File: src/rtl/count_bus_reader_pkg.sv
// Shared types and defaults for the count bus reader and its counters.
// Latency: none; this file holds only types and constants.
// Backpressure: none; nothing here carries data.
package count_bus_reader_pkg;

    localparam int DEF_WIDTH = 8;
    localparam int DEF_CNT_W = 8;

    // Reader FSM: waiting for a valid sample, or locked onto the sequence.
    typedef enum logic {
        IDLE  = 1'b0,
        TRACK = 1'b1
    } state_t;

    // How a sampled bus beat is interpreted from its output-enable pattern.
    typedef enum logic [1:0] {
        CLS_IDLE    = 2'd0,
        CLS_VALID   = 2'd1,
        CLS_PARTIAL = 2'd2
    } sample_cls_t;

endpackage

File: src/rtl/sat_counter.sv
// Saturating event counter with synchronous clear; holds at all-ones.
// Latency: count reflects an inc or clr one clock after it is sampled.
// Backpressure: none; every inc is taken, or dropped silently once saturated.
module sat_counter
    import count_bus_reader_pkg::*;
#(
    parameter int CNT_W = DEF_CNT_W
) (
    input  logic             clk,
    input  logic             rst,
    input  logic             inc,
    input  logic             clr,
    output logic [CNT_W-1:0] cnt
);

    // Clear beats a same-cycle increment; stop counting at the top value.
    always_ff @(posedge clk) begin
        if (rst) begin
            cnt <= '0;
        end else if (clr) begin
            cnt <= '0;
        end else if (inc && (cnt != '1)) begin
            cnt <= cnt + CNT_W'(1);
        end
    end

endmodule

File: src/rtl/count_bus_reader.sv
// Reader for the count bus: locks onto the count, flags jumps, wraps and partial-enable beats.
// Latency: bus beat sampled at edge N; outputs and pulses for it update at edge N+1.
// Backpressure: none; the bus is sampled every cycle and the reader never stalls it.
module count_bus_reader
    import count_bus_reader_pkg::*;
#(
    parameter int WIDTH = DEF_WIDTH,
    parameter int CNT_W = DEF_CNT_W
) (
    input  logic             clk,
    input  logic             rst,
    input  logic [WIDTH-1:0] bus_val,
    input  logic [WIDTH-1:0] bus_oe,
    input  logic             clear,
    output logic             locked,
    output logic [WIDTH-1:0] last_val,
    output logic             jump_pulse,
    output logic [WIDTH-1:0] jump_from,
    output logic [WIDTH-1:0] jump_to,
    output logic             wrap_pulse,
    output logic [CNT_W-1:0] jump_cnt,
    output logic [CNT_W-1:0] wrap_cnt,
    output logic             oe_err
);

    logic [WIDTH-1:0] s_val;
    logic [WIDTH-1:0] s_oe;
    logic [WIDTH-1:0] exp_val;
    sample_cls_t      s_cls;
    state_t           state;
    state_t           state_nxt;
    logic             ev_capture;
    logic             ev_jump;
    logic             ev_wrap;
    logic             ev_err;

    // Input register: the FSM only ever looks at the registered copy of the bus.
    always_ff @(posedge clk) begin
        if (rst) begin
            s_val <= '0;
            s_oe  <= '0;
        end else begin
            s_val <= bus_val;
            s_oe  <= bus_oe;
        end
    end

    // Classify the sampled beat: fully driven, fully released, or torn.
    always_comb begin
        s_cls = CLS_PARTIAL;
        if (&s_oe) begin
            s_cls = CLS_VALID;
        end else if (s_oe == '0) begin
            s_cls = CLS_IDLE;
        end
    end

    // FSM state register.
    always_ff @(posedge clk) begin
        if (rst) begin
            state <= IDLE;
        end else begin
            state <= state_nxt;
        end
    end

    // Next state and event decode; a held value in TRACK misses exp_val and so counts as a jump.
    always_comb begin
        state_nxt  = state;
        ev_capture = 1'b0;
        ev_jump    = 1'b0;
        ev_wrap    = 1'b0;
        ev_err     = 1'b0;
        case (state)
            IDLE: begin
                if (s_cls == CLS_VALID) begin
                    ev_capture = 1'b1;
                    state_nxt  = TRACK;
                end else if (s_cls == CLS_PARTIAL) begin
                    ev_err = 1'b1;
                end
            end
            TRACK: begin
                if (s_cls == CLS_VALID) begin
                    ev_capture = 1'b1;
                    if (s_val == exp_val) begin
                        // Only an in-sequence step onto zero is a wrap; a load to zero is a jump.
                        ev_wrap = (s_val == '0);
                    end else begin
                        ev_jump = 1'b1;
                    end
                end else if (s_cls == CLS_IDLE) begin
                    state_nxt = IDLE;
                end else begin
                    ev_err    = 1'b1;
                    state_nxt = IDLE;
                end
            end
            default: begin
                state_nxt = IDLE;
            end
        endcase
    end

    // Capture registers and single-cycle pulses; jump_from takes last_val before it is overwritten.
    always_ff @(posedge clk) begin
        if (rst) begin
            locked     <= 1'b0;
            last_val   <= '0;
            exp_val    <= '0;
            jump_from  <= '0;
            jump_to    <= '0;
            jump_pulse <= 1'b0;
            wrap_pulse <= 1'b0;
        end else begin
            locked     <= (state_nxt == TRACK);
            jump_pulse <= ev_jump;
            wrap_pulse <= ev_wrap;
            if (ev_capture) begin
                last_val <= s_val;
                exp_val  <= s_val + WIDTH'(1);
            end
            if (ev_jump) begin
                jump_from <= last_val;
                jump_to   <= s_val;
            end
        end
    end

    // Sticky partial-enable flag; clear wins over a same-cycle error.
    always_ff @(posedge clk) begin
        if (rst) begin
            oe_err <= 1'b0;
        end else if (clear) begin
            oe_err <= 1'b0;
        end else if (ev_err) begin
            oe_err <= 1'b1;
        end
    end

    sat_counter #(.CNT_W(CNT_W)) u_jump_cnt (
        .clk (clk),
        .rst (rst),
        .inc (ev_jump),
        .clr (clear),
        .cnt (jump_cnt)
    );

    sat_counter #(.CNT_W(CNT_W)) u_wrap_cnt (
        .clk (clk),
        .rst (rst),
        .inc (ev_wrap),
        .clr (clear),
        .cnt (wrap_cnt)
    );

endmodule

File: config.mk
export PLATFORM = sky130hd
export DESIGN_NAME = count_bus_reader
export DESIGN_NICKNAME = d
export VERILOG_FILES = /design/src/rtl/count_bus_reader_pkg.sv /design/src/rtl/sat_counter.sv /design/src/rtl/count_bus_reader.sv
export SDC_FILE = /design/constraint.sdc
export NUM_CORES = 1
export LEC_CHECK = 0
export CAP_MARGIN = 20
export CELL_PAD_IN_SITES_DETAIL_PLACEMENT = 2
export CELL_PAD_IN_SITES_GLOBAL_PLACEMENT = 2
export CORE_MARGIN = 2
export CORE_UTILIZATION = 30
export CTS_BUF_LIST = sky130_fd_sc_hd__clkbuf_8 sky130_fd_sc_hd__clkbuf_16
export CTS_CLUSTER_DIAMETER = 150
export DETAILED_ROUTE_END_ITERATION = 7
export PLACE_DENSITY = 0.9
export SYNTH_ARGS = -nofsm -noshare
export SYNTH_HDL_FRONTEND = slang
export SYNTH_SLANG_ARGS = --single-unit
File: constraint.sdc
create_clock -name clk -period 2 [get_ports clk]
set_input_delay 0.2 -clock clk [delete_from_list [all_inputs] [get_ports clk]]
set_output_delay 0.2 -clock clk [all_outputs]
set_load 0.05 [all_outputs]
==> results.yml, run 1 <==
route:
  viasPerCell: 5.34
  ant_nets: 0
  vias: 2620
  first_iter_violations: 91
  wl_um: 9710
  detail_route.first_pass.iterations: 4
  wire_per_inst_um: 19.8
  drc_errors: 0
finish:
  fillers: 1008
  fin_cells: 491
  insertedDiodeCount: 0
  final_common_cell: "dfxtp_1"
  finish.instance_area_um2: 3850
  multi_input_area_um2: 1370
  mostFrequentLayoutCells: "dfxtp_1 (66), clkdlybuf4s50_1 (61), nand2_1 (41), a21oi_1 (25), nor2_1 (22)"
  nets: 398
  regArea_um2: 1370
  layout-drive-gt1-share_pct: 12.9
  area_growth_pct: 38.6
grt:
  grtUsageTotal_pct: 18.8
  grt_pass1_wl_um: 14700
  grt-ovfl-total: 0
  antenna_found_initial: 0
  grt_start_max_net_pins: 38
  grt_pass1_vias: 2699
setup_path:
  arrival_ns: 2.22
  crit_slowest_cell: "nor4_4"
  critPathMaxStageDelay_ns: 0.47
  critical_path_buf_inv_count: 1
  cp-end-kind: "flop"
  worstPathCellList: "xor2_2, nor4_4, nand2_2, buf_4, o311ai_1, o41ai_1"
  start_kind: "flop"
  worstPathMaxFanout: 15
  worstPathRequired_ns: 2.21
  crit_family: "simple AND/OR/NAND/NOR gates"
  path_class: "reg2reg"
clock_network:
  post_cts_buffers: 0
  path_clk_slew_ns: 0.08
  worstSkewPairLatency_ns: 0.35
  clock-sinks: 68
  root_buffer: "clkbuf_8"
  cts-htree-levels: 3
  clockBufferDepth: 2
  cts_tree: "yes"
  cts_made_buffers: 9
floorplanning:
  die_area_um2: 10100
  core_um2: 9110
  num_rows: 35
  ioPinCount: 63
  fp.dieH_um: 100
  die_w_um: 100
  start_util_pct: 30.5
worst_hold_path:
  hp-class: "in2reg"
place:
  io_buffers: 62
  gp_congestion: 0.784
  preCtsSetupSlack_ns: -0.0495
  dp_hpwl_um: 5940
  place_area_um2: 3550
  dp_cells: 475
sta:
  min_period_over_period_pct: 100
  tightest_slew_ns: 0.664
  drv_slew: 0
  setup_viol: 1
  rsz0062_at_grt: "true"
  fin_ws_ns: -0.00940
  slew_headroom_pct: 55.6
  fin_crit_ns: 2.01
  max_freq_mhz: 498
  clock_skew_ns: 0.0127
  hold_viol_final: 0
power_and_ir_drop:
  leakagePower_nw: 1.31
  max-vdd-ir-drop_uv: 262
  power.density_nw_per_um2: 739
  pwr-share-seq_pct: 48.8
  p_sw_mw: 0.665
  p_clk_share_pct: 45.4
  internal-power_mw: 2.18
  combPwrFrac_pct: 5.8
  p_sw_share_pct: 23.4
status:
  violations: "setup timing"
  outcome: "complete, but fails checks"
synth:
  syn_inst: 308
  yosysSeqAreaShare_pct: 49.0
  yosys_warnings: 0
  synth_fp_nets: 331
  yosys.cell_types.count: 35
  synth-seq-cells: 68
  syn_avg_cell_area_um2: 9.03
  synthesis.area_um2: 2780
job:
  drv_cap: 0
[sequential cells by signal, indices dropped and copies added, names as in the netlist]
signal and cells:
u_jump_cnt.cnt 8, s_val 8, locked 1, last_val 8, jump_pulse 1, s_oe 8, oe_err 1, jump_to 8
exp_val 8, wrap_pulse 1, u_wrap_cnt.cnt 8, jump_from 8
[cell type report]
cell class / instances / area share (%)
clock inverters: 6 / 2.27
well taps: 111 / 3.60
multi-input cells: 214 / 35.5
inverters: 6 / 0.584
repair buffers: 76 / 19.0
flip-flops and latches: 68 / 35.5
clock buffers: 10 / 3.57
[synth_stat cells]
cell      count  area share [%]
nor2_1       23             3.1
o311ai_0      5             1.6
clkbuf_1     11             1.5
xnor2_1       4             1.3
and3_1        6             1.4
nor3_1        4            0.72
inv_1         6            0.81
or2_1         1            0.23
nor4_1        4            0.90
buf_2         5            0.90
o31ai_1       4             1.1
o41ai_1       6             1.9
buf_4         2            0.54
ha_1          4             1.8
or2_2         2            0.45
o31a_1        1            0.32
mux2i_1      10             3.6
a41oi_1       1            0.32
nor2b_1      16             3.6
nand3_1      11             2.0
xor2_1       10             3.2
dfxtp_1      68              49
nand2b_1      1            0.23
or3_1         8             1.8
a211oi_1      8             2.2
or4_1         4             1.1
nand4_1       7             1.6
nor4_2        2            0.90
nand2_2       1            0.23
a21oi_1      25             4.5
buf_6         2            0.81
a211o_1       1            0.32
nor4b_1       1            0.32
nand2_1      41             5.5
o21ai_0       3            0.54
[worst reg2reg max path, cell delays in order, from the launching register on]
cell and delay, ns:
dfxtp_2 0.38, xor2_2 0.17, nor4_4 0.47, nand2_2 0.13, buf_4 0.21, o311ai_1 0.37, o41ai_1 0.14
[what timing repair did]
item / 4_1_cts / 5_1_grt
hold buffers: 0 / 0
setup endpoints to repair: 6 / 9
resized for setup: 6 / 12
endpoints found under the hold margin: 0 / 0
pin swaps: 0 / 1
[power by group through the flow]
stage	Combinational (mW)	Sequential [mW]	Clock [mW]
6_report	0.164	1.39	1.29
2_1_floorplan	0.0757	1.42	0
5_1_grt	0.176	1.39	1.38
4_1_cts	0.159	1.39	1.32
3_3_place_gp	0.145	1.42	0
3_5_place_dp	0.150	1.42	0
[path summary, 6_finish.rpt]
check,from,end,slack [ns],cells past startpoint
setup reg to reg,s_val[0]$_SDFF_PP0_,u_wrap_cnt.cnt[7]$_SDFFE_PP0P_,-0.009,6
hold / removal,rst,s_oe[7]$_SDFF_PP0_,0.26,2
setup / recovery,s_val[0]$_SDFF_PP0_,u_wrap_cnt.cnt[7]$_SDFFE_PP0P_,-0.009,6
hold reg to reg,jump_to[6]$_SDFFE_PP0P_,jump_to[6]$_SDFFE_PP0P_,0.46,2
[cell families after synthesis]
family | count (synthesis) | share of synthesized area (%)
fa+ha+maj | 4 | 1.80
compound gates | 54 | 12.7
flops | 68 | 49.0
mux | 10 | 3.60
xor+xnor | 14 | 4.41
simple gates | 132 | 24.0
buf+inv | 26 | 4.55
[per-layer routing]
| metal | GRT usage (%) | wire, um |
|---|---|---|
| met1 | 23.1 | 4350 |
| met2 | 33.2 | 4860 |
| met3 | 2.99 | 253 |
| met4 | 6.95 | 240 |
| met5 | 0 | 0 |
[metrics by stage]
step / utilization [%] / setup TNS [ns] / hold WS, ns / power [mW]
after floorplan: - / 0 / 0.328 / 1.49
after global placement: 39.0 / 0 / 0.444 / 1.56
after detailed placement: 39.0 / -0.0495 / 0.457 / 1.57
after CTS: 41.8 / 0 / 0.247 / 2.87
after global routing: 42.3 / -0.407 / 0.275 / 2.95
final: 42.3 / -0.00940 / 0.261 / 2.85
No activity file was read; power rests on OpenSTA's default activity.
==> run 2: changes to the inputs <==
--- a/config.mk
+++ b/config.mk
@@ -5,7 +5,6 @@
 export SDC_FILE = /design/constraint.sdc
 export NUM_CORES = 1
 export LEC_CHECK = 0
-export CAP_MARGIN = 20
 export CELL_PAD_IN_SITES_DETAIL_PLACEMENT = 2
 export CELL_PAD_IN_SITES_GLOBAL_PLACEMENT = 2
 export CORE_MARGIN = 2
==> results of run 2 <==
No change in the layout: final DEF, timing and power equal those of run 1.
